$ cat src/rtl/dmem_port_arbiter_if.sv
// Bus bundle between the two issue-slot memory stages, the arbiter and the data memory.
// The arbiter takes the slave modport; the core/memory side takes master.
interface dmem_port_arbiter_if #(
  parameter int ADDR_W = 32,
  parameter int DATA_W = 32,
  parameter int CNT_W  = 16
);
  logic              req0;
  logic              req1;
  logic              we0;
  logic              we1;
  logic [ADDR_W-1:0] addr0;
  logic [ADDR_W-1:0] addr1;
  logic [DATA_W-1:0] wdata0;
  logic [DATA_W-1:0] wdata1;
  logic              gnt0;
  logic              gnt1;
  logic              rvalid0;
  logic              rvalid1;
  logic [DATA_W-1:0] rdata0;
  logic [DATA_W-1:0] rdata1;
  logic              mem_we;
  logic [ADDR_W-1:0] mem_addr;
  logic [DATA_W-1:0] mem_wd;
  logic [DATA_W-1:0] mem_rd;
  logic [CNT_W-1:0]  conflict_cnt;

  modport master (
    output req0, req1, we0, we1, addr0, addr1, wdata0, wdata1, mem_rd,
    input  gnt0, gnt1, rvalid0, rvalid1, rdata0, rdata1,
           mem_we, mem_addr, mem_wd, conflict_cnt
  );

  modport slave (
    input  req0, req1, we0, we1, addr0, addr1, wdata0, wdata1, mem_rd,
    output gnt0, gnt1, rvalid0, rvalid1, rdata0, rdata1,
           mem_we, mem_addr, mem_wd, conflict_cnt
  );
endinterface

$ cat src/rtl/dmem_port_arbiter.sv
// Shares the single-port data memory between two issue slots, one access per cycle.
// Define DMEM_ARB_RR_EN for round-robin tie-breaking; otherwise slot 0 always wins ties.
module dmem_port_arbiter #(
  parameter int ADDR_W = 32,
  parameter int DATA_W = 32,
  parameter int CNT_W  = 16
) (
  input logic               clk,
  input logic               reset,
  dmem_port_arbiter_if.slave bus
);

  logic              grant0;
  logic              grant1;
  logic              conflict;
  logic [ADDR_W-1:0] portAddr;
  logic [DATA_W-1:0] portWdata;
  logic              rvalid0Q;
  logic              rvalid1Q;
  logic [DATA_W-1:0] rdata0Q;
  logic [DATA_W-1:0] rdata1Q;
  logic [CNT_W-1:0]  conflictCntQ;

  assign conflict = bus.req0 && bus.req1;

`ifdef DMEM_ARB_RR_EN
  typedef enum logic {PRI0, PRI1} priState_t;

  priState_t priState;
  priState_t priNext;

  always_ff @(posedge clk or posedge reset) begin
    if (reset) priState <= PRI0;
    else       priState <= priNext;
  end

  // A tie goes to the favoured slot, and the favour then flips to the other one.
  always_comb begin
    priNext = priState;
    grant0  = 1'b0;
    grant1  = 1'b0;
    if (!reset) begin
      if (conflict) begin
        if (priState == PRI0) begin
          grant0  = 1'b1;
          priNext = PRI1;
        end else begin
          grant1  = 1'b1;
          priNext = PRI0;
        end
      end else begin
        grant0 = bus.req0;
        grant1 = bus.req1;
      end
    end
  end
`else
  // Slot 0 holds the older instruction, so it wins every tie to keep program order.
  always_comb begin
    grant0 = 1'b0;
    grant1 = 1'b0;
    if (!reset) begin
      grant0 = bus.req0;
      grant1 = bus.req1 && !bus.req0;
    end
  end
`endif

  // With no grant the port idles on slot 0's inputs; only mem_we matters then.
  always_comb begin
    portAddr  = bus.addr0;
    portWdata = bus.wdata0;
    if (grant1) begin
      portAddr  = bus.addr1;
      portWdata = bus.wdata1;
    end
  end

  assign bus.gnt0     = grant0;
  assign bus.gnt1     = grant1;
  assign bus.mem_we   = (grant0 && bus.we0) || (grant1 && bus.we1);
  assign bus.mem_addr = portAddr;
  assign bus.mem_wd   = portWdata;

  always_ff @(posedge clk or posedge reset) begin
    if (reset) begin
      rvalid0Q <= 1'b0;
      rvalid1Q <= 1'b0;
      rdata0Q  <= '0;
      rdata1Q  <= '0;
    end else begin
      rvalid0Q <= grant0 && !bus.we0;
      rvalid1Q <= grant1 && !bus.we1;
      if (grant0 && !bus.we0) rdata0Q <= bus.mem_rd;
      if (grant1 && !bus.we1) rdata1Q <= bus.mem_rd;
    end
  end

  always_ff @(posedge clk or posedge reset) begin
    if (reset) begin
      conflictCntQ <= '0;
    end else if (conflict && (conflictCntQ != {CNT_W{1'b1}})) begin
      conflictCntQ <= conflictCntQ + CNT_W'(1);
    end
  end

  assign bus.rvalid0      = rvalid0Q;
  assign bus.rvalid1      = rvalid1Q;
  assign bus.rdata0       = rdata0Q;
  assign bus.rdata1       = rdata1Q;
  assign bus.conflict_cnt = conflictCntQ;

endmodule

$ cat src/flat_wrapper.sv
// flat-port wrapper written by rule: the top's interface ports become plain ports
module dmem_port_arbiter_flat 
#(
  parameter int ADDR_W = 32,
  parameter int DATA_W = 32,
  parameter int CNT_W  = 16
)
  (clk, reset, bus_req0, bus_req1, bus_we0, bus_we1, bus_addr0, bus_addr1, bus_wdata0, bus_wdata1, bus_mem_rd, bus_gnt0, bus_gnt1, bus_rvalid0, bus_rvalid1, bus_rdata0, bus_rdata1, bus_mem_we, bus_mem_addr, bus_mem_wd, bus_conflict_cnt);
  dmem_port_arbiter_if #(.ADDR_W(ADDR_W), .DATA_W(DATA_W), .CNT_W(CNT_W)) bus_i ();
  input logic clk;
  input logic reset;
  input wire logic [$bits(bus_i.req0)-1:0] bus_req0;
  input wire logic [$bits(bus_i.req1)-1:0] bus_req1;
  input wire logic [$bits(bus_i.we0)-1:0] bus_we0;
  input wire logic [$bits(bus_i.we1)-1:0] bus_we1;
  input wire logic [$bits(bus_i.addr0)-1:0] bus_addr0;
  input wire logic [$bits(bus_i.addr1)-1:0] bus_addr1;
  input wire logic [$bits(bus_i.wdata0)-1:0] bus_wdata0;
  input wire logic [$bits(bus_i.wdata1)-1:0] bus_wdata1;
  input wire logic [$bits(bus_i.mem_rd)-1:0] bus_mem_rd;
  output wire logic [$bits(bus_i.gnt0)-1:0] bus_gnt0;
  output wire logic [$bits(bus_i.gnt1)-1:0] bus_gnt1;
  output wire logic [$bits(bus_i.rvalid0)-1:0] bus_rvalid0;
  output wire logic [$bits(bus_i.rvalid1)-1:0] bus_rvalid1;
  output wire logic [$bits(bus_i.rdata0)-1:0] bus_rdata0;
  output wire logic [$bits(bus_i.rdata1)-1:0] bus_rdata1;
  output wire logic [$bits(bus_i.mem_we)-1:0] bus_mem_we;
  output wire logic [$bits(bus_i.mem_addr)-1:0] bus_mem_addr;
  output wire logic [$bits(bus_i.mem_wd)-1:0] bus_mem_wd;
  output wire logic [$bits(bus_i.conflict_cnt)-1:0] bus_conflict_cnt;
  assign bus_i.req0 = bus_req0;
  assign bus_i.req1 = bus_req1;
  assign bus_i.we0 = bus_we0;
  assign bus_i.we1 = bus_we1;
  assign bus_i.addr0 = bus_addr0;
  assign bus_i.addr1 = bus_addr1;
  assign bus_i.wdata0 = bus_wdata0;
  assign bus_i.wdata1 = bus_wdata1;
  assign bus_i.mem_rd = bus_mem_rd;
  assign bus_gnt0 = bus_i.gnt0;
  assign bus_gnt1 = bus_i.gnt1;
  assign bus_rvalid0 = bus_i.rvalid0;
  assign bus_rvalid1 = bus_i.rvalid1;
  assign bus_rdata0 = bus_i.rdata0;
  assign bus_rdata1 = bus_i.rdata1;
  assign bus_mem_we = bus_i.mem_we;
  assign bus_mem_addr = bus_i.mem_addr;
  assign bus_mem_wd = bus_i.mem_wd;
  assign bus_conflict_cnt = bus_i.conflict_cnt;
  dmem_port_arbiter #(.ADDR_W(ADDR_W), .DATA_W(DATA_W), .CNT_W(CNT_W)) u_core (.clk(clk), .reset(reset), .bus(bus_i));
endmodule
$ cat config.mk
export PLATFORM = sky130hd
export DESIGN_NAME = dmem_port_arbiter_flat
export DESIGN_NICKNAME = d
export VERILOG_FILES = /design/src/rtl/dmem_port_arbiter_if.sv /design/src/rtl/dmem_port_arbiter.sv /design/src/flat_wrapper.sv
export SDC_FILE = /design/constraint.sdc
export NUM_CORES = 1
export LEC_CHECK = 0
export ABC_CLOCK_PERIOD_IN_PS = 4500
export BUFFER_PORTS_ARGS = -buffer_cell sky130_fd_sc_hd__buf_2
export CAP_MARGIN = 20
export CORE_AREA = 2 2 124 126
export CTS_CLUSTER_SIZE = 25
export DETAILED_ROUTE_END_ITERATION = 12
export DIE_AREA = 0 0 126 128
export HOLD_SLACK_MARGIN = 0.1
export PLACE_DENSITY_LB_ADDON = 0.15
export SLEW_MARGIN = 40
export SYNTH_ARGS = -nofsm -noshare
export SYNTH_HDL_FRONTEND = slang
export SYNTH_SLANG_ARGS = --single-unit
$ cat constraint.sdc
create_clock -name clk -period 4.5 [get_ports clk]
set_input_delay 0.45 -clock clk [delete_from_list [all_inputs] [get_ports clk]]
set_output_delay 0.45 -clock clk [all_outputs]
set_load 0.02 [all_outputs]
==> metrics.yaml, run 1 <==
outcome: "finished clean"
drt_drc_violations_left: 0
fin_skew_ps: 5.41
timing_worst_slew_pin_value_ps: 790
timing.setup.critical_path_class: "in2out"
drt_iter0_drc: 119
cts_buffer_depth: 2
pwr_density_cell_nw_per_um2: 417
floorplan.initialDensity_pct: 26.9
post_cts_resize_count: 0
timing.slew.headroom_pct: 47.4
reg2reg_to: "u_core.bus.conflict_cnt[7]"
max-vdd-ir-drop_uv: 155
detail_route.wirelength_um: 12200
whs_ps: 219
worstPathArrival_ps: 2060
ctsRootBufferMaster: "sky130_fd_sc_hd__clkbuf_16"
ios: 315
gr-usage-all-layers_pct: 14.4
postSynthNetCount: 451
grt-ovfl-total: 0
required_ps: 4050
yosysTopAreaCell: "sky130_fd_sc_hd__dfrtp_1"
global_route_wire_length_before_repair_um: 18400
gp_routability_congestion: 0.786
clock.fmax_ghz: 0.398
cts_sink_cnt: 82
slew_viol_final: 0
detailed_place_hpwl_um: 9950
synth_seq_cells: 82
r2r_setup_slack_ps: 2690
die_w_um: 126
path_depth_of_the_worst_reg2reg_path: 5
report.final.setup_viol: 0
synthArstFlopShare_pct: 100
crit_fanout: 66
dieHeight_um: 128
cp-startpoint: "bus_req0"
floorplan.core_area_um2: 14900
grt_pass1_vias: 3516
yosys_warnings: 0
maxCapViolations: 0
synth.most_common_cell: "sky130_fd_sc_hd__mux2_2"
p_leak_nw: 3.12
top_post_synthesis_cells_by_area: "sky130_fd_sc_hd__dfrtp_1 51%, sky130_fd_sc_hd__mux2_2 36%, sky130_fd_sc_hd__xnor2_1 2.2%"
first_pass_iters: 4
cts_tree: "yes"
maximum_level_of_the_cts_h_tree: 3
synthesis.instances: 284
synth-main-ff-cell: "sky130_fd_sc_hd__dfrtp_1"
period_share_pct: 55.9
cts_post_setup_buffers_inserted: 0
timing.setup.tns_ps: 0
viasPerCell: 4.43
die_area_um2: 16100
clkLatencyLatePin_ps: 330
num_vias: 3517
grt_setup_unrepaired: "no"
yosys.area.top_type_share_pct: 51.4
cts-buffers-inserted: 9
placement.io_buffers: 314
cts.reportedPaths.clkPinSlew_ps: 60
ctsHoldBuffers: 0
hold_path_class: "in2async"
antenna_violating_nets_post_route: 0
finalHoldViolations: 0
setup.worst_path.end: "bus_mem_wd[26]"
syn_area_per_cell_um2: 14.1
number_of_antenna_violations_at_the_first_check_in_global_routing: 2
routedWlPerCell_um: 15.4
grt_max_degree: 67
min_period_ps: 2510
worstSetupStartpointType: "primary input"
netlist_area_um2: 3990
layout-drive-gt1-share_pct: 77.9
std_cell_rows: 45
synth_enable_flop_cells: 0
critical_path.reg2reg.startpoint: "u_core.bus.conflict_cnt[0]"
most_frequent_cells_after_synthesis: "128 x sky130_fd_sc_hd__mux2_2, 82 x sky130_fd_sc_hd__dfrtp_1, 12 x sky130_fd_sc_hd__buf_2, 10 x sky130_fd_sc_hd__xnor2_1, 9 x sky130_fd_sc_hd__nand2_1"
worst_setup_path_end_kind: "primary output"
synth_sequential_area_ratio_pct: 51.4
areaGrowthSynthToFinish_pct: 55.1
ys_types: 23
final_net_count: 767
==> worst max-delay path, stage by stage <==
cell and delay, ps:
sky130_fd_sc_hd__buf_2 130, sky130_fd_sc_hd__nor3b_4 190, sky130_fd_sc_hd__buf_4 620, sky130_fd_sc_hd__mux2_2 430, sky130_fd_sc_hd__buf_2 170
==> per-stage QoR <==
stage                     util (%)  power [mW]  setup slack (ps)  area [um^2]  instances
after floorplan                  -        1.43              1940         3990        284
after global placement        38.7        1.74              2060         5750        773
after detailed placement      39.3        1.76              2000         5840        777
after CTS                     41.6        2.62              2000         6190        793
after global routing          41.6        2.72              1910         6190        793
final                         41.6        2.58              1990         6190        794
==> how the worst min path moves through the flow <==
stage | startpoint | to | slack (ps)
floorplan | bus_mem_rd[0] | u_core.bus.rdata0[0] | 600
global placement | u_core.bus.rdata0[20] | u_core.bus.rdata0[20] | 480
detailed placement | u_core.bus.rdata1[1] | u_core.bus.rdata1[1] | 490
CTS | reset | u_core.bus.rdata0[14] | 230
global route | reset | u_core.bus.rdata1[14] | 280
finish | reset | u_core.bus.conflict_cnt[15] | 220
==> layer usage <==
metal	share of wire (%)	vias to the layer above	global-route usage (%)	wire, um
li1	-	1666	-	-
met1	40	1687	17.7	4940
met2	52	154	25.3	6330
met3	6.8	8	3.05	831
met4	0.99	2	4.46	121
met5	0.057	-	0	7
==> power by group <==
group,leakage [nW],internal (mW),switching (mW)
clock,0.167,0.547,0.301
combinational,1.95,0.327,0.432
sequential,1.01,0.879,0.0937
total,3.12,1.75,0.826
==> layout make-up <==
class	instances	area, um^2
well taps	188	235
multi-input cells	186	1880
clock buffers	9	225
repair buffers	320	1670
diodes	1	2.50
fillers	1444	8670
clock inverters	7	124
flip-flops and latches	82	2050
inverters	1	5.00
==> cells in the final DEF, fill, tap and decap left out, drive strengths merged <==
master,count
nand4,9
nand2,9
dfrtp,82
clkinvlp,1
mux2,128
inv,2
clkbuf,9
nand3,5
xnor2,10
nor3,5
and4,1
ha,1
and2,1
o41a,1
nor2b,3
nor2,3
xor2,5
bufinv,3
diode,1
and3,2
buf,320
nor3b,1
o41ai,1
a22o,1
clkinv,2
==> logic make-up after synthesis <==
family	share of synthesized area, %
AO/OA/AOI/OAI	1.19
XOR/XNOR	3.29
adder cells (fa/ha/maj)	0.313
buffers and inverters	2.16
flip-flops	51.4
multiplexers	36.1
AND/OR/NAND/NOR	5.55
==> registers in the layout, indices dropped and copies added, names as in the netlist <==
register	count
u_core.bus.conflict_cnt	16
u_core.bus.rvalid1	1
u_core.bus.rvalid0	1
u_core.bus.rdata1	32
u_core.bus.rdata0	32
No activity file was read; power rests on OpenSTA's default activity.
==> inputs of run 2 (changes only) <==
--- a/config.mk
+++ b/config.mk
@@ -5,13 +5,14 @@
 export SDC_FILE = /design/constraint.sdc
 export NUM_CORES = 1
 export LEC_CHECK = 0
-export ABC_CLOCK_PERIOD_IN_PS = 4500
+export ABC_AREA = 1
+export ABC_CLOCK_PERIOD_IN_PS = 2300
 export BUFFER_PORTS_ARGS = -buffer_cell sky130_fd_sc_hd__buf_2
 export CAP_MARGIN = 20
-export CORE_AREA = 2 2 124 126
+export CORE_AREA = 2 2 121 123
 export CTS_CLUSTER_SIZE = 25
 export DETAILED_ROUTE_END_ITERATION = 12
-export DIE_AREA = 0 0 126 128
+export DIE_AREA = 0 0 123 125
 export HOLD_SLACK_MARGIN = 0.1
 export PLACE_DENSITY_LB_ADDON = 0.15
 export SLEW_MARGIN = 40
==> constraint.sdc (replaced) <==
create_clock -name clk -period 2.3 [get_ports clk]
set_input_delay 0.23 -clock clk [delete_from_list [all_inputs] [get_ports clk]]
set_output_delay 0.23 -clock clk [all_outputs]
set_load 0.02 [all_outputs]
==> run 2 against run 1 <==
  * Wire length grew 31%
  * Critical path type unchanged
  * Total power grew 86%
  * Register-to-register slack lost 2000 ps
  * Setup slack lost 1900 ps
  * Via count grew 36%
  * Highest routed layer unchanged
  * Clock power grew 80%
  * Sequential cell count is the same
  * Hold slack lost 71 ps
==> metrics.yaml, run 2 <==
synthArstFlopShare_pct: 100
reg2reg_to: "u_core.bus.conflict_cnt[14]"
routedWlPerCell_um: 14.6
ctsRootBufferMaster: "sky130_fd_sc_hd__clkbuf_16"
worstPathArrival_ps: 1940
gr-usage-all-layers_pct: 20.3
critical_path.reg2reg.startpoint: "u_core.bus.conflict_cnt[0]"
antenna_violating_nets_post_route: 0
top_post_synthesis_cells_by_area: "sky130_fd_sc_hd__dfrtp_1 48%, sky130_fd_sc_hd__nand2_1 27%, sky130_fd_sc_hd__o21ai_1 5.1%"
detailed_place_hpwl_um: 12700
viasPerCell: 4.37
setup.worst_path.end: "bus_mem_addr[31]"
grt-ovfl-total: 0
synthesis.instances: 598
global_route_wire_length_before_repair_um: 23900
clock.fmax_ghz: 0.461
std_cell_rows: 44
r2r_setup_slack_ps: 700
synth_enable_flop_cells: 0
worstSetupStartpointType: "primary input"
cts_tree: "yes"
finalHoldViolations: 0
cts_buffer_depth: 2
ys_types: 24
required_ps: 2070
cts_post_setup_buffers_inserted: 0
floorplan.core_area_um2: 14200
layout-drive-gt1-share_pct: 40.0
report.final.setup_viol: 0
yosysTopAreaCell: "sky130_fd_sc_hd__dfrtp_1"
ios: 315
timing.slew.headroom_pct: 58.5
clkLatencyLatePin_ps: 330
synth_sequential_area_ratio_pct: 47.7
final_common_cell: "sky130_fd_sc_hd__buf_2"
period_share_pct: 94.3
die_area_um2: 15400
first_pass_iters: 5
synth-main-ff-cell: "sky130_fd_sc_hd__dfrtp_1"
postSynthNetCount: 765
fin_skew_ps: 7.74
path_depth_of_the_worst_reg2reg_path: 8
slew_viol_final: 0
detail_route.wirelength_um: 16000
areaGrowthSynthToFinish_pct: 49.1
cp-startpoint: "reset"
die_w_um: 123
timing.setup.critical_path_class: "in2out"
seqCellArea_um2: 2050
grt_max_degree: 65
number_of_antenna_violations_at_the_first_check_in_global_routing: 1
final_net_count: 1074
worst_setup_slack_after_placement_ps: 712
timing.setup.tns_ps: 0
min_period_ps: 2170
multi_input_comb_area_um2: 1910
pwr_density_cell_nw_per_um2: 748
most_frequent_cells_after_synthesis: "312 x sky130_fd_sc_hd__nand2_1, 82 x sky130_fd_sc_hd__dfrtp_1, 46 x sky130_fd_sc_hd__inv_1, 44 x sky130_fd_sc_hd__o21ai_1, 24 x sky130_fd_sc_hd__o21ai_0"
timing_worst_slew_pin_value_ps: 623
placement.io_buffers: 314
gp_routability_congestion: 0.852
p_leak_nw: 3.89
top_library_cells_by_usage_in_the_layout_fill_and_taps_aside: "314 x sky130_fd_sc_hd__buf_2, 312 x sky130_fd_sc_hd__nand2_1, 82 x sky130_fd_sc_hd__dfrtp_1"
yosys.area.top_type_share_pct: 47.7
grt_pass1_vias: 4475
yosys_warnings: 0
drt_iter0_drc: 306
outcome: "finished clean"
maxCapViolations: 0
maximum_level_of_the_cts_h_tree: 3
num-fill-cells: 1503
max-vdd-ir-drop_uv: 356
syn_area_per_cell_um2: 7.19
cts.reportedPaths.clkPinSlew_ps: 70
p_total_mw: 4.79
synth_seq_cells: 82
setup_ws_ps: 132
num_vias: 4796
floorplan.initialDensity_pct: 30.3
hold_path_class: "in2reg"
cts_sink_cnt: 82
crit_fanout: 26
grt_setup_unrepaired: "no"
synth.most_common_cell: "sky130_fd_sc_hd__nand2_1"
worst_setup_path_end_kind: "primary output"
cts-buffers-inserted: 9
dieHeight_um: 125
netlist_area_um2: 4300
drt_drc_violations_left: 0
-- run 2: final cells by class --
cell class,instances,share of cell area [%]
flip-flops and latches,82,32.0
diodes,1,0.0391
clock buffers,9,3.52
inverters,54,3.28
multi-input cells,436,29.9
repair buffers,324,26.2
clock inverters,7,1.45
well taps,184,3.59
-- run 2: logic make-up after synthesis --
kind of cell | count (synthesis) | share of synthesized area, %
buffers and inverters | 80 | 7.71
AND/OR/NAND/NOR | 360 | 34.9
AO/OA/AOI/OAI | 72 | 8.70
flip-flops | 82 | 47.7
adder cells (fa/ha/maj) | 1 | 0.291
XOR/XNOR | 3 | 0.611
-- run 2: repair_timing --
action | CTS | global route
resized for setup | 0 | 0
hold buffers | 3 | 0
endpoints found under the hold margin | 35 | 0
-- run 2: metrics by stage --
stage | hold slack (ps) | std cells | area [um^2] | utilization (%)
6_report | 148 | 1097 | 6410 | 45.1
5_1_grt | 155 | 1096 | 6400 | 45.1
4_1_cts | 137 | 1096 | 6400 | 45.1
3_5_place_dp | 396 | 1077 | 6060 | 42.6
3_3_place_gp | 396 | 1077 | 6050 | 42.6
2_1_floorplan | 285 | 598 | 4300 | -
-- run 2: how the worst min path moves through the flow --
stage / startpoint / end / slack, ps / depth (start not counted)
final: bus_mem_rd[17] / u_core.bus.rdata0[17] / 150 / 3
after global routing: bus_mem_rd[21] / u_core.bus.rdata0[21] / 150 / 3
after CTS: bus_mem_rd[26] / u_core.bus.rdata0[26] / 140 / 3
after detailed placement: reset / u_core.bus.rvalid1 / 400 / 3
after global placement: reset / u_core.bus.rvalid1 / 400 / 3
after floorplan: reset / u_core.bus.conflict_cnt[0] / 290 / 1
-- run 2: report_power, final --
part | internal [mW] | switching (mW) | total, mW | leakage, nW
combinational | 0.508 | 0.911 | 1.42 | 2.70
clock | 0.875 | 0.655 | 1.53 | 0.156
sequential | 1.68 | 0.167 | 1.84 | 1.04
-- run 2: critical path, cell delays in order --
cell and delay, ps:
sky130_fd_sc_hd__dlygate4sd3_1 560, sky130_fd_sc_hd__buf_2 160, sky130_fd_sc_hd__inv_4 50, sky130_fd_sc_hd__nand3_2 120, sky130_fd_sc_hd__inv_2 110, sky130_fd_sc_hd__buf_4 270
sky130_fd_sc_hd__nand2_1 170, sky130_fd_sc_hd__nand2_1 90, sky130_fd_sc_hd__buf_2 160
-- run 2: routing by layer --
layer,GRT usage (%),wire length (um),vias up
li1,-,-,2461
met1,26.3,6650,2128
met2,34.7,7980,188
met3,3.83,1090,17
met4,4.95,226,2
met5,0,11,-
==> inputs of run 3 (changes only) <==
--- a/config.mk
+++ b/config.mk
@@ -5,16 +5,14 @@
 export SDC_FILE = /design/constraint.sdc
 export NUM_CORES = 1
 export LEC_CHECK = 0
-export ABC_AREA = 1
-export ABC_CLOCK_PERIOD_IN_PS = 2300
+export ABC_CLOCK_PERIOD_IN_PS = 2700
 export BUFFER_PORTS_ARGS = -buffer_cell sky130_fd_sc_hd__buf_2
 export CAP_MARGIN = 20
-export CORE_AREA = 2 2 121 123
+export CORE_AREA = 2 2 124 126
 export CTS_CLUSTER_SIZE = 25
 export DETAILED_ROUTE_END_ITERATION = 12
-export DIE_AREA = 0 0 123 125
+export DIE_AREA = 0 0 126 128
 export HOLD_SLACK_MARGIN = 0.1
-export PLACE_DENSITY_LB_ADDON = 0.15
 export SLEW_MARGIN = 40
 export SYNTH_ARGS = -nofsm -noshare
 export SYNTH_HDL_FRONTEND = slang
==> constraint.sdc (replaced) <==
create_clock -name clk -period 2.7 [get_ports clk]
set_input_delay 0.27 -clock clk [delete_from_list [all_inputs] [get_ports clk]]
set_output_delay 0.27 -clock clk [all_outputs]
set_load 0.02 [all_outputs]
==> run 3 against run 2 <==
  * Sequential cell count is the same
  * Total power decreased by 14%
  * Largest power group unchanged
  * Clock skew fell by 0.80 ps
  * Die area is 4.9% higher
==> metrics.yaml, run 3 (synthesis results as in run 1) <==
pwr_density_cell_nw_per_um2: 676
crit_fanout: 66
place_inst: 775
slew_viol_final: 0
grt_pass1_vias: 3495
worst_setup_path_end_kind: "primary output"
floorplan.core_area_um2: 14900
drt_drc_violations_left: 0
critical_path.reg2reg.startpoint: "u_core.bus.conflict_cnt[0]"
slowest_delay_ps: 550
gp_routability_congestion: 0.818
floorplan.initialDensity_pct: 26.9
worstPathCellList: "dlygate4sd3_1 -> buf_2 -> nor3b_4 -> buf_12 -> mux2_2 -> buf_2"
min_period_ps: 2420
layout-drive-gt1-share_pct: 77.6
first_pass_iters: 4
ctsHoldBuffers: 1
report.final.setup_viol: 0
std_cell_rows: 45
hold_path_class: "in2reg"
worstSetupStartpointType: "primary input"
die_w_um: 126
p_leak_nw: 3.09
path_depth_of_the_worst_reg2reg_path: 5
timing_worst_slew_pin_value_ps: 512
critical_path.slowest_cell: "sky130_fd_sc_hd__dlygate4sd3_1"
reg2reg_to: "u_core.bus.conflict_cnt[7]"
drt_iter0_drc: 100
finalHoldViolations: 0
cts-buffers-inserted: 9
post_cts_resize_count: 0
post_layout_nonfiller_instances: 794
antenna_violating_nets_post_route: 0
cts_buffer_depth: 2
detail_route.wirelength_um: 12100
top_library_cells_by_usage_in_the_layout_fill_and_taps_aside: "314 x sky130_fd_sc_hd__buf_2, 128 x sky130_fd_sc_hd__mux2_2, 82 x sky130_fd_sc_hd__dfrtp_1"
worst_setup_slack_after_placement_ps: 870
outcome: "finished clean"
timing.slew.headroom_pct: 65.9
cts_tree: "yes"
die_area_um2: 16100
setup_ws_ps: 276
worst_hold_path.endpoint: "u_core.bus.rdata0[28]"
r2r_setup_slack_ps: 890
min-delay-start: "bus_mem_rd[28]"
whs_ps: 176
cts_post_setup_buffers_inserted: 0
number_of_antenna_violations_at_the_first_check_in_global_routing: 6
grt_max_degree: 67
worstPathArrival_ps: 2150
routedWlPerCell_um: 15.2
final_net_count: 766
num_vias: 3569
grt_setup_unrepaired: "no"
required_ps: 2430
viasPerCell: 4.49
max-vdd-ir-drop_uv: 297
cpMostUsedCell: "sky130_fd_sc_hd__buf_2"
clkLatencyLatePin_ps: 340
clock.fmax_ghz: 0.413
maxCapViolations: 0
gr-usage-all-layers_pct: 14.0
dieHeight_um: 128
ios: 315
detailed_place_hpwl_um: 9600
maximum_level_of_the_cts_h_tree: 3
final_common_cell: "sky130_fd_sc_hd__buf_2"
hold-path-cell-count: 2
placement.io_buffers: 314
period_share_pct: 89.8
grt-ovfl-total: 0
postLayoutCoreUtil_pct: 41.2
cts.reportedPaths.clkPinSlew_ps: 60
timing.setup.critical_path_class: "in2out"
fin_skew_ps: 6.94
cts_sink_cnt: 82
areaGrowthSynthToFinish_pct: 53.3
global_route_wire_length_before_repair_um: 17700
timing.setup.tns_ps: 0
ctsRootBufferMaster: "sky130_fd_sc_hd__clkbuf_16"
==> run 3: cell types whose count changed in the layout (fill, tap and decap cells not counted), moves of 5 or more <==
cell / change
sky130_fd_sc_hd__xor2_1: +5
sky130_fd_sc_hd__xnor2_1: +7
sky130_fd_sc_hd__nand2_1: -303
sky130_fd_sc_hd__nor2_1: -10
sky130_fd_sc_hd__o21ai_1: -44
sky130_fd_sc_hd__inv_1: -46
sky130_fd_sc_hd__o21ai_0: -24
sky130_fd_sc_hd__mux2_2: +128
sky130_fd_sc_hd__nor3_1: +5
==> run 3: worst max path at each step <==
stage / start / endpoint / slack [ps] / cells after the start
final: reset / bus_mem_wd[8] / 280 / 6
after global routing: reset / bus_mem_wd[24] / 220 / 6
after CTS: reset / bus_mem_wd[24] / 320 / 6
after detailed placement: bus_req0 / bus_mem_wd[24] / 870 / 5
after global placement: bus_req0 / bus_mem_wd[29] / 910 / 5
after floorplan: reset / u_core.bus.conflict_cnt[0] / 320 / 1
==> run 3: per-layer routing <==
| metal | part of all wire [%] | vias to the layer above | GRT usage, % |
|---|---|---|---|
| li1 | - | 1663 | - |
| met1 | 35 | 1688 | 14.4 |
| met2 | 55 | 190 | 26.4 |
| met3 | 7.1 | 28 | 3.34 |
| met4 | 2.7 | 0 | 6.85 |
| met5 | 0 | - | 0 |
==> run 3: stage by stage <==
| stage | power (mW) | cell area [um^2] |
|---|---|---|
| after floorplan | 2.39 | 3990 |
| after global placement | 2.90 | 5790 |
| after detailed placement | 2.92 | 5790 |
| after CTS | 4.19 | 6110 |
| after global routing | 4.35 | 6120 |
| final | 4.14 | 6120 |
==> run 3: final cells by class <==
cell class                      count  area, um^2
Inverter                            1        6.26
Sequential cell                    82        2050
Antenna cell                        2        5.00
Clock buffer                       10         239
Multi-Input combinational cell    186        1880
Tap cell                          188         235
Timing Repair Buffer              319        1640
Fill cell                        1417        8740
Clock inverter                      6        71.3
==> run 3: critical path: cells and delay by family <==
| kind | cells | cell delay, ps |
|---|---|---|
| simple gates | 1 | 240 |
| buf+inv | 4 | 1200 |
| mux | 1 | 390 |
==> run 3: power breakdown <==
part	internal, mW	switching [mW]
Sequential	1.47	0.157
Clock	0.749	0.500
Combinational	0.545	0.721
Total	2.76	1.38
